[src/rtl/structs.sv]
// Shared FFT types and constants: default word widths, the frame state enum,
// and the helpers used for address generation.
package structs;

  localparam int unsigned SAMPLE_SIZE      = 16;
  localparam int unsigned TWIDDLE_SIZE     = 16;
  localparam int unsigned CALCULATION_SIZE = 20;
  localparam int unsigned BUFFER_SIZE      = 8;

  typedef enum logic [1:0] {
    StLoad,
    StCompute,
    StUnload
  } fft_state_e;

  // Ceiling log2; intended for elaboration-time sizing.
  function automatic int unsigned log2(input int unsigned n);
    int unsigned r;
    r = 0;
    for (int unsigned i = 0; i < 31; i++) begin
      if ((32'd1 << i) < n) r = i + 1;
    end
    return r;
  endfunction

  // Reverse the low 'bits' bits of value.
  function automatic int unsigned rev(input int unsigned value, input int unsigned bits);
    int unsigned r;
    r = 0;
    for (int unsigned i = 0; i < 32; i++) begin
      if (i < bits) r = (r << 1) | ((value >> i) & 32'd1);
    end
    return r;
  endfunction

endpackage

[src/rtl/fft_butterfly.sv]
// Combinational radix-2 DIT butterfly with a Q1.(TW-1) twiddle and a 1/2
// scale on both outputs so the full transform scales by 1/N.
module fft_butterfly
  import structs::*;
#(
  parameter int unsigned CALCULATION_SIZE = structs::CALCULATION_SIZE,
  parameter int unsigned TWIDDLE_SIZE     = structs::TWIDDLE_SIZE
) (
  input  logic signed [CALCULATION_SIZE-1:0] a_real,
  input  logic signed [CALCULATION_SIZE-1:0] a_imag,
  input  logic signed [CALCULATION_SIZE-1:0] b_real,
  input  logic signed [CALCULATION_SIZE-1:0] b_imag,
  input  logic signed [TWIDDLE_SIZE-1:0]     w_real,
  input  logic signed [TWIDDLE_SIZE-1:0]     w_imag,
  output logic signed [CALCULATION_SIZE-1:0] sum_real,
  output logic signed [CALCULATION_SIZE-1:0] sum_imag,
  output logic signed [CALCULATION_SIZE-1:0] diff_real,
  output logic signed [CALCULATION_SIZE-1:0] diff_imag
);

  localparam int unsigned CS = CALCULATION_SIZE;
  localparam int unsigned PW = CALCULATION_SIZE + TWIDDLE_SIZE;

  logic signed [PW-1:0] p_rr, p_ii, p_ri, p_ir;
  logic signed [PW:0]   t_real_full, t_imag_full;
  logic signed [CS+1:0] t_real, t_imag;
  logic signed [CS+1:0] s_real, s_imag, d_real, d_imag;

  always_comb begin
    p_rr = PW'(b_real) * PW'(w_real);
    p_ii = PW'(b_imag) * PW'(w_imag);
    p_ri = PW'(b_imag) * PW'(w_real);
    p_ir = PW'(b_real) * PW'(w_imag);

    t_real_full = (PW+1)'(p_rr) - (PW+1)'(p_ii);
    t_imag_full = (PW+1)'(p_ri) + (PW+1)'(p_ir);
    // Arithmetic shift truncates toward minus infinity.
    t_real = (CS+2)'(t_real_full >>> (TWIDDLE_SIZE - 1));
    t_imag = (CS+2)'(t_imag_full >>> (TWIDDLE_SIZE - 1));

    s_real = (CS+2)'(a_real) + t_real;
    s_imag = (CS+2)'(a_imag) + t_imag;
    d_real = (CS+2)'(a_real) - t_real;
    d_imag = (CS+2)'(a_imag) - t_imag;

    sum_real  = CS'(s_real >>> 1);
    sum_imag  = CS'(s_imag >>> 1);
    diff_real = CS'(d_real >>> 1);
    diff_imag = CS'(d_imag >>> 1);
  end

endmodule

[src/rtl/fft_n_point.sv]
// N-point in-place radix-2 DIT FFT: load N real samples in bit-reversed order,
// run one butterfly per cycle, then stream bins 0..N-1 under valid/ready.
module fft_n_point
  import structs::*;
#(
  parameter int unsigned NUM_POINTS       = 8,
  parameter int unsigned SAMPLE_SIZE      = structs::SAMPLE_SIZE,
  parameter int unsigned TWIDDLE_SIZE     = structs::TWIDDLE_SIZE,
  parameter int unsigned CALCULATION_SIZE = structs::CALCULATION_SIZE
) (
  input  logic                                     clock,
  input  logic                                     reset,
  input  logic signed [SAMPLE_SIZE-1:0]            in_sample,
  input  logic                                     in_valid,
  output logic                                     in_ready,
  input  logic [TWIDDLE_SIZE*NUM_POINTS/2-1:0]     twiddles_real,
  input  logic [TWIDDLE_SIZE*NUM_POINTS/2-1:0]     twiddles_imag,
  output logic signed [CALCULATION_SIZE-1:0]       out_real,
  output logic signed [CALCULATION_SIZE-1:0]       out_imag,
  output logic                                     out_valid,
  input  logic                                     out_ready,
  output logic                                     out_last,
  output logic                                     busy
);

  localparam int unsigned AW   = log2(NUM_POINTS);
  localparam int unsigned SW   = 4;
  localparam int unsigned CS   = CALCULATION_SIZE;
  localparam int unsigned HALF = NUM_POINTS / 2;

  fft_state_e state_q;
  logic [AW-1:0] sample_cnt_q, bfly_cnt_q, bin_q;
  logic [SW-1:0] stage_q;

  logic signed [CS-1:0] ram_real [NUM_POINTS];
  logic signed [CS-1:0] ram_imag [NUM_POINTS];

  logic [AW-1:0] addr_a, addr_b, half_span, tw_idx, wr_addr;
  logic signed [TWIDDLE_SIZE-1:0] w_real, w_imag;
  logic signed [CS-1:0] sum_real, sum_imag, diff_real, diff_imag;
  logic accept, last_bfly, last_stage;

  assign accept     = in_valid && in_ready;
  assign last_bfly  = (bfly_cnt_q == AW'(HALF - 1));
  assign last_stage = (stage_q == SW'(AW - 1));

  // Group base is the butterfly index with the in-group offset bits split out.
  always_comb begin
    half_span = AW'(1) << stage_q;
    addr_a    = ((bfly_cnt_q >> stage_q) << (stage_q + SW'(1))) | (bfly_cnt_q & (half_span - AW'(1)));
    addr_b    = addr_a | half_span;
    tw_idx    = (bfly_cnt_q & (half_span - AW'(1))) << (SW'(AW - 1) - stage_q);
    w_real    = twiddles_real[tw_idx*TWIDDLE_SIZE +: TWIDDLE_SIZE];
    w_imag    = twiddles_imag[tw_idx*TWIDDLE_SIZE +: TWIDDLE_SIZE];
    wr_addr   = AW'(rev(32'(sample_cnt_q), AW));
  end

  fft_butterfly #(
    .CALCULATION_SIZE(CALCULATION_SIZE),
    .TWIDDLE_SIZE    (TWIDDLE_SIZE)
  ) u_butterfly (
    .a_real   (ram_real[addr_a]),
    .a_imag   (ram_imag[addr_a]),
    .b_real   (ram_real[addr_b]),
    .b_imag   (ram_imag[addr_b]),
    .w_real   (w_real),
    .w_imag   (w_imag),
    .sum_real (sum_real),
    .sum_imag (sum_imag),
    .diff_real(diff_real),
    .diff_imag(diff_imag)
  );

  // Working RAM carries no reset; every frame overwrites all N entries on load.
  always_ff @(posedge clock) begin
    if (accept) begin
      ram_real[wr_addr] <= CS'(in_sample);
      ram_imag[wr_addr] <= '0;
    end else if (state_q == StCompute) begin
      ram_real[addr_a] <= sum_real;
      ram_imag[addr_a] <= sum_imag;
      ram_real[addr_b] <= diff_real;
      ram_imag[addr_b] <= diff_imag;
    end
  end

  always_ff @(posedge clock or posedge reset) begin
    if (reset) begin
      state_q      <= StLoad;
      sample_cnt_q <= '0;
      bfly_cnt_q   <= '0;
      stage_q      <= '0;
      bin_q        <= '0;
      in_ready     <= 1'b1;
      out_valid    <= 1'b0;
      out_last     <= 1'b0;
      busy         <= 1'b0;
    end else begin
      unique case (state_q)
        StLoad: begin
          if (accept) begin
            if (sample_cnt_q == AW'(NUM_POINTS - 1)) begin
              sample_cnt_q <= '0;
              state_q      <= StCompute;
              in_ready     <= 1'b0;
              busy         <= 1'b1;
            end else begin
              sample_cnt_q <= sample_cnt_q + AW'(1);
            end
          end
        end
        StCompute: begin
          if (last_bfly) begin
            bfly_cnt_q <= '0;
            if (last_stage) begin
              stage_q   <= '0;
              bin_q     <= '0;
              state_q   <= StUnload;
              out_valid <= 1'b1;
              out_last  <= 1'b0;
            end else begin
              stage_q <= stage_q + SW'(1);
            end
          end else begin
            bfly_cnt_q <= bfly_cnt_q + AW'(1);
          end
        end
        StUnload: begin
          if (out_ready) begin
            if (out_last) begin
              state_q   <= StLoad;
              bin_q     <= '0;
              out_valid <= 1'b0;
              out_last  <= 1'b0;
              in_ready  <= 1'b1;
              busy      <= 1'b0;
            end else begin
              bin_q    <= bin_q + AW'(1);
              out_last <= (bin_q == AW'(NUM_POINTS - 2));
            end
          end
        end
        default: state_q <= StLoad;
      endcase
    end
  end

  // RAM is frozen during unload, so the presented bin holds while stalled.
  assign out_real = out_valid ? ram_real[bin_q] : '0;
  assign out_imag = out_valid ? ram_imag[bin_q] : '0;

endmodule

[config.mk]
export PLATFORM = sky130hd
export DESIGN_NAME = fft_n_point
export DESIGN_NICKNAME = d
export VERILOG_FILES = /design/src/rtl/structs.sv /design/src/rtl/fft_butterfly.sv /design/src/rtl/fft_n_point.sv
export SDC_FILE = /design/constraint.sdc
export NUM_CORES = 2
export LEC_CHECK = 0
export CAP_MARGIN = 20
export CORE_AREA = 3 3 362 364
export DETAILED_ROUTE_END_ITERATION = 16
export DIE_AREA = 0 0 365 367
export HOLD_SLACK_MARGIN = 0.03
export PLACE_DENSITY = 0.77
export SLEW_MARGIN = 20
export SYNTH_ARGS = -nofsm -noshare
export SYNTH_HDL_FRONTEND = slang
export SYNTH_HIERARCHICAL = 1
export SYNTH_SLANG_ARGS = --single-unit
[constraint.sdc]
create_clock -name clock -period 14.7 [get_ports clock]
set_clock_uncertainty 0.2 [all_clocks]
set_input_delay 2.94 -clock clock [delete_from_list [all_inputs] [get_ports clock]]
set_output_delay 2.94 -clock clock [all_outputs]
set_load 0.01 [all_outputs]
==> run_results.csv <==
group,metric,value,unit
synth,edff_count_synth,320,
clock_tree,cts_tree,"built",
timing,max-slew-margin-rel,0.223,
global_routing,grt_usage,0.359,
die,fp.dieH,367,um
placement,io_buffer_count,191,
synth,yosys_most_used_dff,"sky130_fd_sc_hd__edfxtp_1",
die,floorplan.initialDensity,0.592,
critical_path,data_arrival_time_of_the_critical_path,14410,ps
clock_tree,clock_sinks,339,
routing,drt-vias-per-instance,6.18,
synth,synth.yosys.seq_area_share,0.134,
global_routing,number_of_antenna_violations_at_the_first_check_in_global_routing,11,
synth,asyncSetResetFlopFracSynth,0.0560,
placement,finalWeightedCongestion,1.01,
clock_tree,cts.reportedPaths.clkPinSlew,70,ps
timing,final-hold-violation-count,0,
clock_tree,cts_htree_levels,1,
timing,finalCritPeriodShare,0.962,
hold_path,min-delay-path-class,"reg -> reg",
synth,synth_area_per_cell,9.73,um2
synth,synth.ff_latch_count,339,
synth,yosysWarnings,6,
cells_and_area,layoutNonFillerInstCount,9424,
clock_tree,cts-buffers-inserted,29,
critical_path,max_stage_delay,540,ps
synth,postSynthCellCount,7764,
critical_path,criticalPathCategory,"in -> reg",
routing,drt_first_pass_iters,7,
timing,maximum_clock_frequency,0.0707,GHz
clock_tree,cts_max_path_buffers,3,
synth,syn-cell-area,75500,um2
critical_path,worst_path_max_delay_cell,"sky130_fd_sc_hd__a211oi_1",
clock_tree,hold_buffers,0,
cells_and_area,layout-drive-gt1-share,0.0901,
global_routing,pin_count_of_the_biggest_net_entering_global_routing,96,
timing,final_max_slew_viol_count,0,
die,rows,131,
synth,synth_fp_nets,9715,
routing,route.antenna.remaining_nets,0,
critical_path,path_common_cell,"sky130_fd_sc_hd__fa_1",
cells_and_area,flow.area_growth_from_synthesis,8.12,%
timing,worstMarginPinSlew,1150,ps
global_routing,wire_length_of_the_first_global_routing_pass,366000,um
clock_tree,insertion_delay,610,ps
critical_path,worstSetupEndpointType,"flop",
timing,setup_viol,0,
synth,synth_cell_type_count,87,
run,timing.max_cap.violations,0,
routing,detail_route.drc_violations,0,
routing,wirelength,237000,um
routing,wl_per_cell,25.1,um
cells_and_area,fin_nets,9684,
global_routing,first_global_vias,62512,
die,die_w,365,um
placement,placedCellCount,9361,
die,pin_count,192,
timing,fin_crit,14140,ps
critical_path,cp.required,14970,ps
critical_path,top_fanout_value_on_the_critical_path,36,
clock_tree,cts_root_buffer,"sky130_fd_sc_hd__clkbuf_16",
global_routing,grt_remaining_overflow,0,
status,run_status,"complete, no violations",
die,fp.dieArea,134000,um2
routing,dr.first_iter.drc_count,5498,
placement,dp_hpwl,180000,um
critical_path,crit_path_start_kind,"input port",
routing,vias_after_detailed_routing,58243,
die,core_area,128000,um2
-- cell usage after synthesis, types with 40 or more instances --
cell type / instances / area [um2]
sky130_fd_sc_hd__a2111oi_0: 127 / 1110
sky130_fd_sc_hd__a211oi_1: 78 / 586
sky130_fd_sc_hd__a21oi_1: 95 / 475
sky130_fd_sc_hd__and2_1: 606 / 3790
sky130_fd_sc_hd__and3_1: 220 / 1380
sky130_fd_sc_hd__and4_1: 40 / 350
sky130_fd_sc_hd__buf_2: 59 / 295
sky130_fd_sc_hd__clkbuf_1: 432 / 1620
sky130_fd_sc_hd__edfxtp_1: 320 / 9610
sky130_fd_sc_hd__fa_1: 1392 / 27900
sky130_fd_sc_hd__ha_1: 411 / 5140
sky130_fd_sc_hd__inv_1: 1595 / 5990
sky130_fd_sc_hd__mux2_1: 143 / 1610
sky130_fd_sc_hd__mux2_2: 181 / 2040
sky130_fd_sc_hd__mux2i_1: 204 / 2040
sky130_fd_sc_hd__mux4_2: 80 / 1800
sky130_fd_sc_hd__nand2_1: 758 / 2850
sky130_fd_sc_hd__nand3_1: 184 / 921
sky130_fd_sc_hd__nor2_1: 149 / 559
sky130_fd_sc_hd__nor2b_1: 53 / 332
sky130_fd_sc_hd__nor4_1: 49 / 307
sky130_fd_sc_hd__xnor2_1: 143 / 1250
-- cell usage in the layout (no fill, tap or decap), drive strengths merged, types with 11 or more instances in the layout --
cell type / count
mux2i: 205
dfrtp: 18
xnor2: 143
mux2: 324
and4: 40
a21o: 33
inv: 1595
nand4: 11
edfxtp: 320
o21bai: 34
a2111oi: 127
clkdlybuf4s50: 191
mux4: 80
clkbuf: 33
a211oi: 79
nand3: 188
nor2b: 53
nand2: 759
a31oi: 12
nor3: 37
buf: 278
clkinv: 15
xor2: 34
fa: 1392
a311oi: 34
nor2: 150
nand2b: 37
a21oi: 96
ha: 411
and2: 607
and3: 220
nor4: 51
o21a: 14
o21ai: 43
-- kinds of logic after synthesis --
family                     share of synthesized area
adders and majority gates                      0.437
muxes                                         0.0994
buffers and inverters                          0.108
xor gates and xnor gates                      0.0205
and+or+nand+nor                                0.150
DFF                                            0.134
AOI/OAI and AO/OA                             0.0518
-- metal layers --
layer  track usage  wire length (um)  share of wire
met1         0.441             82600           0.35
met2         0.582            112000           0.47
met3        0.0712             24000           0.10
met4         0.223             18400          0.078
met5             0                25        0.00011
-- state kept, by name (all words and copies together) (netlist names), 2 cells and up --
signal	cells
bfly_cnt_q	3
bin_q	3
ram_imag	160
ram_real	160
sample_cnt_q	3
stage_q	4
state_q	2
-- worst max-delay path: cells and delay by family --
family                   cells  cell delay, ps
AND/OR/NAND/NOR              7            1580
XOR/XNOR                     2             680
multiplexers                 1             270
AO/OA/AOI/OAI               13            3430
adder cells (fa/ha/maj)     10            4420
buffers and inverters        7            1060
-- area by class of cell --
| type | instances | area (um2) |
|---|---|---|
| Tap cell | 1662 | 2080 |
| Fill cell | 10071 | 46000 |
| Clock buffer | 33 | 741 |
| Inverter | 1595 | 5990 |
| Clock inverter | 19 | 194 |
| Multi-Input combinational cell | 5299 | 58200 |
| Sequential cell | 339 | 10100 |
| Antenna cell | 8 | 20.0 |
| Timing Repair Buffer | 469 | 4380 |
-- timing repair --
| item | in CTS | in global routing |
|---|---|---|
| endpoints found under the setup margin | 0 | 88 |
| resized for setup | 0 | 18 |
| setup buffers | 0 | 2 |
-- stage by stage --
stage | setup WS [ps] | util | TNS [ps] | cell area, um2 | hold WS [ps]
after global routing | -19.0 | 0.639 | -34.5 | 81700 | 409
final | 560 | 0.640 | 0 | 81700 | 366
after CTS | 450 | 0.639 | 0 | 81600 | 361
after floorplan | 889 | - | 0 | 75500 | 339
after detailed placement | -62.4 | 0.632 | -232 | 80600 | 336
after global placement | 180 | 0.631 | 0 | 80600 | 336
-- path summary, 6_finish.rpt --
check	start	to	slack, ps	depth (start not counted)
worst min register to register	busy	busy	370	2
worst min-delay path	busy	busy	370	2
worst max register to register	stage_q[1]	ram_imag[2][18]	590	42
max in group asynchronous	reset	bin_q[0]	11130	2
worst max-delay path	twiddles_imag[36]	ram_imag[2][18]	560	40
min in group asynchronous	reset	sample_cnt_q[2]	2580	2
Power is not shown: default switching activity piles up to over one toggle a cycle in this logic, so the estimate is an artifact.
